--- src/rtl/vend_pkg.sv ---
// Shared coin codes, controller state encoding and coin valuation for the
// newspaper vending acceptor.
package vend_pkg;

  localparam int unsigned COIN_W = 2;
  localparam int unsigned VAL_W  = 3;

  localparam logic [COIN_W-1:0] COIN_NONE    = 2'b00;
  localparam logic [COIN_W-1:0] COIN_NICKEL  = 2'b01;
  localparam logic [COIN_W-1:0] COIN_DIME    = 2'b10;
  localparam logic [COIN_W-1:0] COIN_QUARTER = 2'b11;

  typedef enum logic [1:0] {
    IDLE    = 2'd0,
    COLLECT = 2'd1,
    VEND    = 2'd2,
    CHANGE  = 2'd3
  } vend_state_e;

  // Coin worth in 5-cent units.
  function automatic logic [VAL_W-1:0] coin_value(input logic [COIN_W-1:0] code);
    logic [VAL_W-1:0] val;
    val = '0;
    case (code)
      COIN_NICKEL:  val = VAL_W'(1);
      COIN_DIME:    val = VAL_W'(2);
      COIN_QUARTER: val = VAL_W'(5);
      default:      val = '0;
    endcase
    return val;
  endfunction

endpackage

--- src/rtl/vend_change_dispenser.sv ---
// Loadable down-counter that returns change as one registered nickel pulse
// per unit loaded; done_c marks the cycle carrying the final pulse.
module vend_change_dispenser #(
  parameter int unsigned CW = 4
) (
  input  logic          clock,
  input  logic          reset_n,
  input  logic          load_i,
  input  logic [CW-1:0] load_val_i,
  output logic          pulse_o,
  output logic          done_c
);

  logic [CW-1:0] cnt_q, cnt_d;
  logic          pulse_q;

  always_comb begin
    cnt_d = cnt_q;
    if (load_i) begin
      cnt_d = load_val_i;
    end else if (cnt_q != '0) begin
      cnt_d = cnt_q - CW'(1);
    end
  end

  // Pulse is high for every cycle the counter holds a nonzero remainder.
  always_ff @(posedge clock or negedge reset_n) begin
    if (!reset_n) begin
      cnt_q   <= '0;
      pulse_q <= 1'b0;
    end else begin
      cnt_q   <= cnt_d;
      pulse_q <= (cnt_d != '0);
    end
  end

  assign pulse_o = pulse_q;
  assign done_c  = (cnt_q <= CW'(1));

endmodule

--- src/rtl/vend_acceptor.sv ---
// Coin acceptor / dispenser controller: accumulates credit against PRICE,
// vends one paper, returns change, handles cancel, rejection and stock.
module vend_acceptor
  import vend_pkg::*;
#(
  parameter int unsigned PRICE       = 3,
  parameter int unsigned MAX_CREDIT  = 15,
  parameter int unsigned STOCK_DEPTH = 8,
  localparam int unsigned CW = $clog2(MAX_CREDIT + 1),
  localparam int unsigned SW = $clog2(STOCK_DEPTH + 1)
) (
  input  logic              clock,
  input  logic              reset_n,
  input  logic [COIN_W-1:0] coin,
  input  logic              cancel,
  input  logic              restock,
  output logic              newspaper,
  output logic              change_nickel,
  output logic              coin_reject,
  output logic [CW-1:0]     credit,
  output logic [SW-1:0]     stock,
  output logic              sold_out,
  output logic              busy
);

  // Sum width wide enough for both the carry bit and a lone quarter.
  localparam int unsigned AW = ((CW + 1) > VAL_W) ? (CW + 1) : VAL_W;

  if (PRICE == 0 || PRICE > MAX_CREDIT) begin : g_bad_price
    $error("vend_acceptor: PRICE must lie in 1..MAX_CREDIT");
  end
  if (STOCK_DEPTH == 0) begin : g_bad_stock
    $error("vend_acceptor: STOCK_DEPTH must be at least 1");
  end

  vend_state_e   state_q, state_d;
  logic [CW-1:0] credit_q, credit_d;
  logic [SW-1:0] stock_q, stock_d;
  logic          newspaper_q, newspaper_d;
  logic          reject_q, reject_d;
  logic          sold_out_q, sold_out_d;
  logic          busy_q, busy_d;

  logic             coin_present;
  logic [VAL_W-1:0] coin_val;
  logic [AW-1:0]    sum;
  logic             over_max;
  logic             reach_price;
  logic [CW-1:0]    remainder;
  logic             disp_load;
  logic             disp_pulse;
  logic             disp_done_c;

  assign coin_present = (coin != COIN_NONE);
  assign coin_val     = coin_value(coin);
  // credit_q is zero in IDLE, so the same sum serves the first coin too.
  assign sum          = AW'(credit_q) + AW'(coin_val);
  assign over_max     = (sum > AW'(MAX_CREDIT));
  assign reach_price  = (sum >= AW'(PRICE));
  assign remainder    = credit_q - CW'(PRICE);

  always_ff @(posedge clock or negedge reset_n) begin
    if (!reset_n) begin
      state_q     <= IDLE;
      credit_q    <= '0;
      stock_q     <= SW'(STOCK_DEPTH);
      newspaper_q <= 1'b0;
      reject_q    <= 1'b0;
      sold_out_q  <= 1'b0;
      busy_q      <= 1'b0;
    end else begin
      state_q     <= state_d;
      credit_q    <= credit_d;
      stock_q     <= stock_d;
      newspaper_q <= newspaper_d;
      reject_q    <= reject_d;
      sold_out_q  <= sold_out_d;
      busy_q      <= busy_d;
    end
  end

  // Next-state decision.
  always_comb begin
    state_d = state_q;
    unique case (state_q)
      IDLE: begin
        if (coin_present && !sold_out_q && !over_max) begin
          state_d = reach_price ? VEND : COLLECT;
        end
      end
      COLLECT: begin
        if (cancel) begin
          state_d = CHANGE;
        end else if (coin_present && !over_max && reach_price) begin
          state_d = VEND;
        end
      end
      VEND: begin
        state_d = (remainder != '0) ? CHANGE : IDLE;
      end
      CHANGE: begin
        if (disp_done_c) begin
          state_d = IDLE;
        end
      end
      default: state_d = IDLE;
    endcase
  end

  // Datapath updates and registered-output next values.
  always_comb begin
    credit_d = credit_q;
    stock_d  = stock_q;
    reject_d = 1'b0;
    unique case (state_q)
      IDLE: begin
        if (coin_present) begin
          if (sold_out_q || over_max) begin
            reject_d = 1'b1;
          end else begin
            credit_d = CW'(sum);
          end
        end
      end
      COLLECT: begin
        if (cancel) begin
          reject_d = coin_present;
        end else if (coin_present) begin
          if (over_max) begin
            reject_d = 1'b1;
          end else begin
            credit_d = CW'(sum);
          end
        end
      end
      VEND: begin
        credit_d = remainder;
        reject_d = coin_present;
        if (stock_q != '0) begin
          stock_d = stock_q - SW'(1);
        end
      end
      CHANGE: begin
        reject_d = coin_present;
        if (credit_q != '0) begin
          credit_d = credit_q - CW'(1);
        end
      end
      default: begin
        credit_d = '0;
      end
    endcase
    if (restock) begin
      stock_d = SW'(STOCK_DEPTH);
    end
    newspaper_d = (state_d == VEND);
    busy_d      = (state_d == VEND) || (state_d == CHANGE);
    sold_out_d  = (stock_d == '0);
    disp_load   = (state_d == CHANGE) && (state_q != CHANGE);
  end

  vend_change_dispenser #(
    .CW(CW)
  ) u_change (
    .clock      (clock),
    .reset_n    (reset_n),
    .load_i     (disp_load),
    .load_val_i (credit_d),
    .pulse_o    (disp_pulse),
    .done_c     (disp_done_c)
  );

  assign newspaper     = newspaper_q;
  assign change_nickel = disp_pulse;
  assign coin_reject   = reject_q;
  assign credit        = credit_q;
  assign stock         = stock_q;
  assign sold_out      = sold_out_q;
  assign busy          = busy_q;

endmodule

--- config.mk ---
export PLATFORM = sky130hd
export DESIGN_NAME = vend_acceptor
export DESIGN_NICKNAME = d
export VERILOG_FILES = /design/src/rtl/vend_pkg.sv /design/src/rtl/vend_change_dispenser.sv /design/src/rtl/vend_acceptor.sv
export SDC_FILE = /design/constraint.sdc
export NUM_CORES = 1
export LEC_CHECK = 0
export CORE_ASPECT_RATIO = 0.7
export CORE_MARGIN = 2
export CORE_UTILIZATION = 45
export DETAILED_ROUTE_END_ITERATION = 8
export HOLD_SLACK_MARGIN = 0.03
export PLACE_DENSITY = 0.65
export SYNTH_ARGS = -nofsm -noshare
export SYNTH_HDL_FRONTEND = slang
export SYNTH_HIERARCHICAL = 1
export SYNTH_SLANG_ARGS = --single-unit
--- constraint.sdc ---
create_clock -name clock -period 4.6 [get_ports clock]
set_clock_uncertainty 0.2 [all_clocks]
set_input_delay 0.92 -clock clock [delete_from_list [all_inputs] [get_ports clock]]
set_output_delay 0.92 -clock clock [all_outputs]
set_load 0.01 [all_outputs]
-- Yosys cells after proc, flatten, opt, wreduce, memory -nomap -nowiden
Cells that the tools add are included.
- register bits after elaboration: 19
- input port bits: 6
- output and inout port bits: 13
- word-level logic and storage cells: 70
- $add $sub $neg: 5
- order comparisons: 3
- equality and inequality tests: 9
- muxes and demuxes: 26
- reductions and logical operators: 18
- operators with widths (cell ; count):
    $mux W4 ; 11
    $reduce_bool A4 Y1 ; 5
    $pmux W4 S4 ; 1
    $eq A2 B2 Y1 const B ; 6
    $mux W2 ; 6
    $sub A4 B1 Y4 const B ; 3
    $pmux W3 S3 ; 1
    $pmux W2 S4 ; 1
    $add A4 B3 Y5 ; 1
    $ge A5 B2 Y1 const B ; 1
    $gt A5 B4 Y1 const B ; 1
    $logic_and A1 B1 Y1 ; 5
    $mux W1 ; 5
    $eq A2 B1 Y1 const B ; 2
    $le A4 B1 Y1 const B ; 1
    $logic_not A4 Y1 ; 1
    $sub A4 B2 Y4 const B ; 1
    $pmux W1 S3 ; 1
    $logic_not A1 Y1 ; 2
    $logic_not A2 Y1 ; 1
    $logic_or A1 B1 Y1 ; 2
    $ne A2 B2 Y1 const B ; 1
    $reduce_bool A2 Y1 ; 1
    $reduce_or A2 Y1 ; 1

-- Longest topological paths before layout
- depth after elaboration: 14
- depth in mapped cells: 13
- mapped depth without buffers: 13

-- Modules after synthesis
Netlist, hierarchy kept.
- by module, submodules not included (module ; instances ; cells each ; area an instance (sq um) ; seq. area each (sq um)):
    vend_acceptor ; 1 ; 125 ; 1031.0 ; 326.6
    vend_change_dispenser ; 1 ; 31 ; 309.0 ; 125.1

-- Least setup slack after synthesis
OpenSTA, ideal clock, no wires.
- path kind: input-to-reg
- start: input port coin[0]
- end: register u_change.pulse_q, in the netlist u_change/pulse_o
- arrival time: 3.262 ns
- path slack: 0.999 ns
- stages on the path: 11
- buffers on the path: 0
- cell sequence: nand2b_1 > fa_1 > nor2b_1 > a22o_1 > nand3_1 > o21a_1 > o32ai_1 > and3b_1 > a211oi_1 > a21oi_1 > or4_1
- word-level cells in the longest chain between the ends: 14
- elaborated cells between the ends (all ways): 29
- classes of those cells: add/sub (1); order compare (2); eq/ne (4); mux (13); reduce/logical (9)
- ends and longest elaborated chain (item ; RTL line ; RTL):
    start, declared ; vend_acceptor.sv:14 ; input logic [COIN_W-1:0] coin,
    $eq A2 B2 Y1 or $eq A2 B1 Y1 (tied branches) ; vend_pkg.sv:24 ; case (code)
    $pmux W3 S3 ; vend_pkg.sv:24 ;
    $add A4 B3 Y5 ; vend_acceptor.sv:57 ; assign sum = AW'(credit_q) + AW'(coin_val);
    $gt A5 B4 Y1 ; vend_acceptor.sv:58 ; assign over_max = (sum > AW'(MAX_CREDIT));
    $logic_not A1 Y1 ; vend_acceptor.sv:87, vend_acceptor.sv:94 ;
    $logic_and A1 B1 Y1 (2 in series) ; vend_acceptor.sv:94 ; end else if (coin_present && !over_max && reach_price) begin
    $mux W2 ; vend_acceptor.sv:94 ;
    $mux W2 ; vend_acceptor.sv:92 ; if (cancel) begin
    $pmux W2 S4 * ; vend_acceptor.sv:85 ; unique case (state_q)
    $eq A2 B2 Y1 * ; vend_acceptor.sv:159 ; disp_load = (state_d == CHANGE) && (state_q != CHANGE);
    $logic_and A1 B1 Y1 * ; vend_acceptor.sv:159 ;
    via disp_load ; vend_acceptor.sv:50 ; logic disp_load;
    $mux W4 * ; vend_change_dispenser.sv:19 ; if (load_i) begin
    via u_change.cnt_d[2] ; vend_change_dispenser.sv:14 ; logic [CW-1:0] cnt_q, cnt_d;
    $reduce_bool A4 Y1 * ; vend_change_dispenser.sv:33 ; pulse_q <= (cnt_d != '0);
    end signal, assigned ; vend_change_dispenser.sv:33 ;
    end, declared ; vend_change_dispenser.sv:15 ; logic pulse_q;
Mark *: on every way through the listed nets, which the timed path passes. The rest lies on a longest branch.

-- Worst setup path after layout
Ends and elaborated chain as after synthesis.

==> metrics.txt <==
status finished, final reports clean; fin cells 207; Comb power frac 60.2%; clk_lat worst skew 250 ps; Hold/Removal Path Class register to register; setup slack, reg-to-reg 1060 ps; Worst EP arrival 4110 ps; clk slew on worst S/H paths 60 ps; CTS H-tree lvls 1; Seq pwr share 29.9%; Post CTS Setup Buffer Count 0; Hold Fails Final Rpt 0; post-DP HPWL 2.18 mm; Worst EP required 4520 ps; total wire length 2.87 mm; Area Growth Syn to Fin 18.2%; Final TNS setup 0 ps; Sw Share 45.8%; die area 3440 um2; Sink Count 18; Syn Std Cell Area 1340 um2; number of flops mapped to enable cells by yosys 0; Placed Instance Area 1530 um2; # Max-Cap Violations 0; vias per cell 5.49; pre-CTS WS 186 ps; initial antenna violation count 0; number of cell rows 16; CP Launch Point coin[0]; initial DRC count 87; CTS buffer count 3; Avg Inst Size Synth 8.59 um2; Die H 49.7 um; synthesized flop and latch total 18; Int Power 0.000683 W; root buffer cell clkbuf_8; Worst slew margin 47.6%; Synth Instances 156; finished layout cell area 1580 um2; Max VDD drop 0.366 mV; nets@finish 188; pins over their slew limit 0; gr usage total 18.1%; worst hold slack 430 ps; count of cell types in the netlist 45; most frequent cells in the layout nand2_1, clkdlybuf4s50_1, nor2_1, dfrtp_1, inv_1; Fmax 0.239 GHz; post-synthesis sequential area ratio 33.7%; worst r2r path cells 12; RSZ-0062 raised after global routing no; first-pass GRT wire length 4.95 mm; period utilization 91.1%; Diodes inserted 0; PortBufs 18; largest net degree at the start of global routing 20; CTS tree built; vias in the first global route 1068; critical path class primary input to register; Resize count post-CTS 0; # hold bufs at CTS 0; GRT overflow 0; final setup vio count 0; startpoint types primary input; Detail Route Antenna Nets 0; actual slew at the worst max-slew pin 783 ps; core area 2820 um2; CP max FO 8; Power Density 796 nW/um2; YS warnings 6; P_leak 0.694 nW; clock power share 9.9%; DRC viols 0; routed vias 1136; share of cells above drive strength 1 7.02%; initial core utilization 47.5%; Synth async-reset ratio 100%; filler cell count 251; ys flop type dfrtp_1; Placed Cells 203; setup ws final 407 ps; GP Congestion 0.960; Final min period 4190 ps; CP endpoint kind register; Chip Width 69.2 um; CP endpoint u_change/pulse_o; Reg2Reg Launch Point credit[0]; R2R Path End u_change/pulse_o; net load switching power 0.000578 W; drt wl/cell 13.9 um; first-pass iteration count of the detailed router 4; Max Root-Sink Buffers 2; I/O pin cnt 19; syn_nets 172
routing by layer:
metal | part of all wire, % | wire length [um] | vias to the layer above | track usage (%)
li1 | - | - | 573 | -
met1 | 50 | 1450 | 525 | 26.3
met2 | 42 | 1200 | 36 | 25.8
met3 | 7.6 | 218 | 2 | 6.13
met4 | 0.28 | 8 | 0 | 4.25
met5 | 0 | 0 | - | 0
critical path, cell delays in order:
cell,delay (ps)
clkdlybuf4s50_1,550
ha_1,200
inv_1,60
fa_1,430
nor2b_1,210
a22o_1,200
nand3_1,90
o21a_1,180
o32ai_1,180
and3b_1,310
a211oi_1,190
a21oi_1,90
or4_1,520
cell usage after synthesis, types with 2 or more instances:
| master | n | area (um2) |
|---|---|---|
| xnor2_1 | 4 | 35.0 |
| nor3_1 | 6 | 30.0 |
| o21a_1 | 2 | 15.0 |
| nor2_1 | 17 | 63.8 |
| mux2i_1 | 4 | 40.0 |
| nand2b_1 | 3 | 18.8 |
| or4_1 | 2 | 15.0 |
| inv_1 | 12 | 45.0 |
| dfrtp_1 | 17 | 425 |
| a211oi_1 | 4 | 30.0 |
| o21ai_0 | 8 | 40.0 |
| a21oi_1 | 10 | 50.1 |
| o21ai_1 | 2 | 10.0 |
| clkbuf_1 | 4 | 15.0 |
| ha_1 | 9 | 113 |
| nor2b_1 | 5 | 31.3 |
| buf_2 | 2 | 10.0 |
| nand2_1 | 18 | 67.6 |
per-stage QoR:
stage / power [W] / util (%)
3_3_place_gp: 0.00112 / 54.2
4_1_cts: 0.00126 / 56.1
5_1_grt: 0.00139 / 56.1
3_5_place_dp: 0.00113 / 54.2
2_1_floorplan: 0.000903 / -
6_report: 0.00126 / 56.1
how the worst min path moves through the flow:
stage	slack, ps	endpoint	depth (start not counted)	from
finish	430	stock[1]	2	stock[1]
global route	480	stock[0]	2	stock[0]
CTS	430	stock[1]	2	stock[1]
detailed placement	420	stock[0]	2	stock[0]
global placement	420	stock[1]	2	stock[1]
floorplan	420	busy	0	reset_n
kinds of logic after synthesis:
family | share of synthesized area [%]
simple gates | 23.2
compound gates | 19.5
buf+inv | 6.07
flops | 33.7
fa+ha+maj | 9.90
xor+xnor | 3.83
mux | 3.83
registers in the layout, indices dropped and copies added, names as in the netlist:
signal,flops
newspaper,1
sold_out,1
u_change/pulse_o,1
coin_reject,1
state_q,1
stock,4
credit,4
busy,1
u_change/cnt_q,4
power groups by stage:
stage	Clock, W	Sequential [W]	Combinational, W
finish	0.000125	0.000377	0.000759
global route	0.000138	0.000393	0.000858
CTS	0.000129	0.000375	0.000756
detailed placement	0	0.000377	0.000749
global placement	0	0.000377	0.000743
floorplan	0	0.000326	0.000577
cell type report:
type | instances | area [um2] | share of cell area, %
multi-input combinational | 119 | 807 | 50.9
sequential | 18 | 452 | 28.5
timing repair buffer | 18 | 180 | 11.4
clock buffer | 4 | 55.1 | 3.48
inverter | 12 | 45.0 | 2.84
tap | 36 | 45.0 | 2.84
Note: power is estimated with default switching activity, not from simulation.
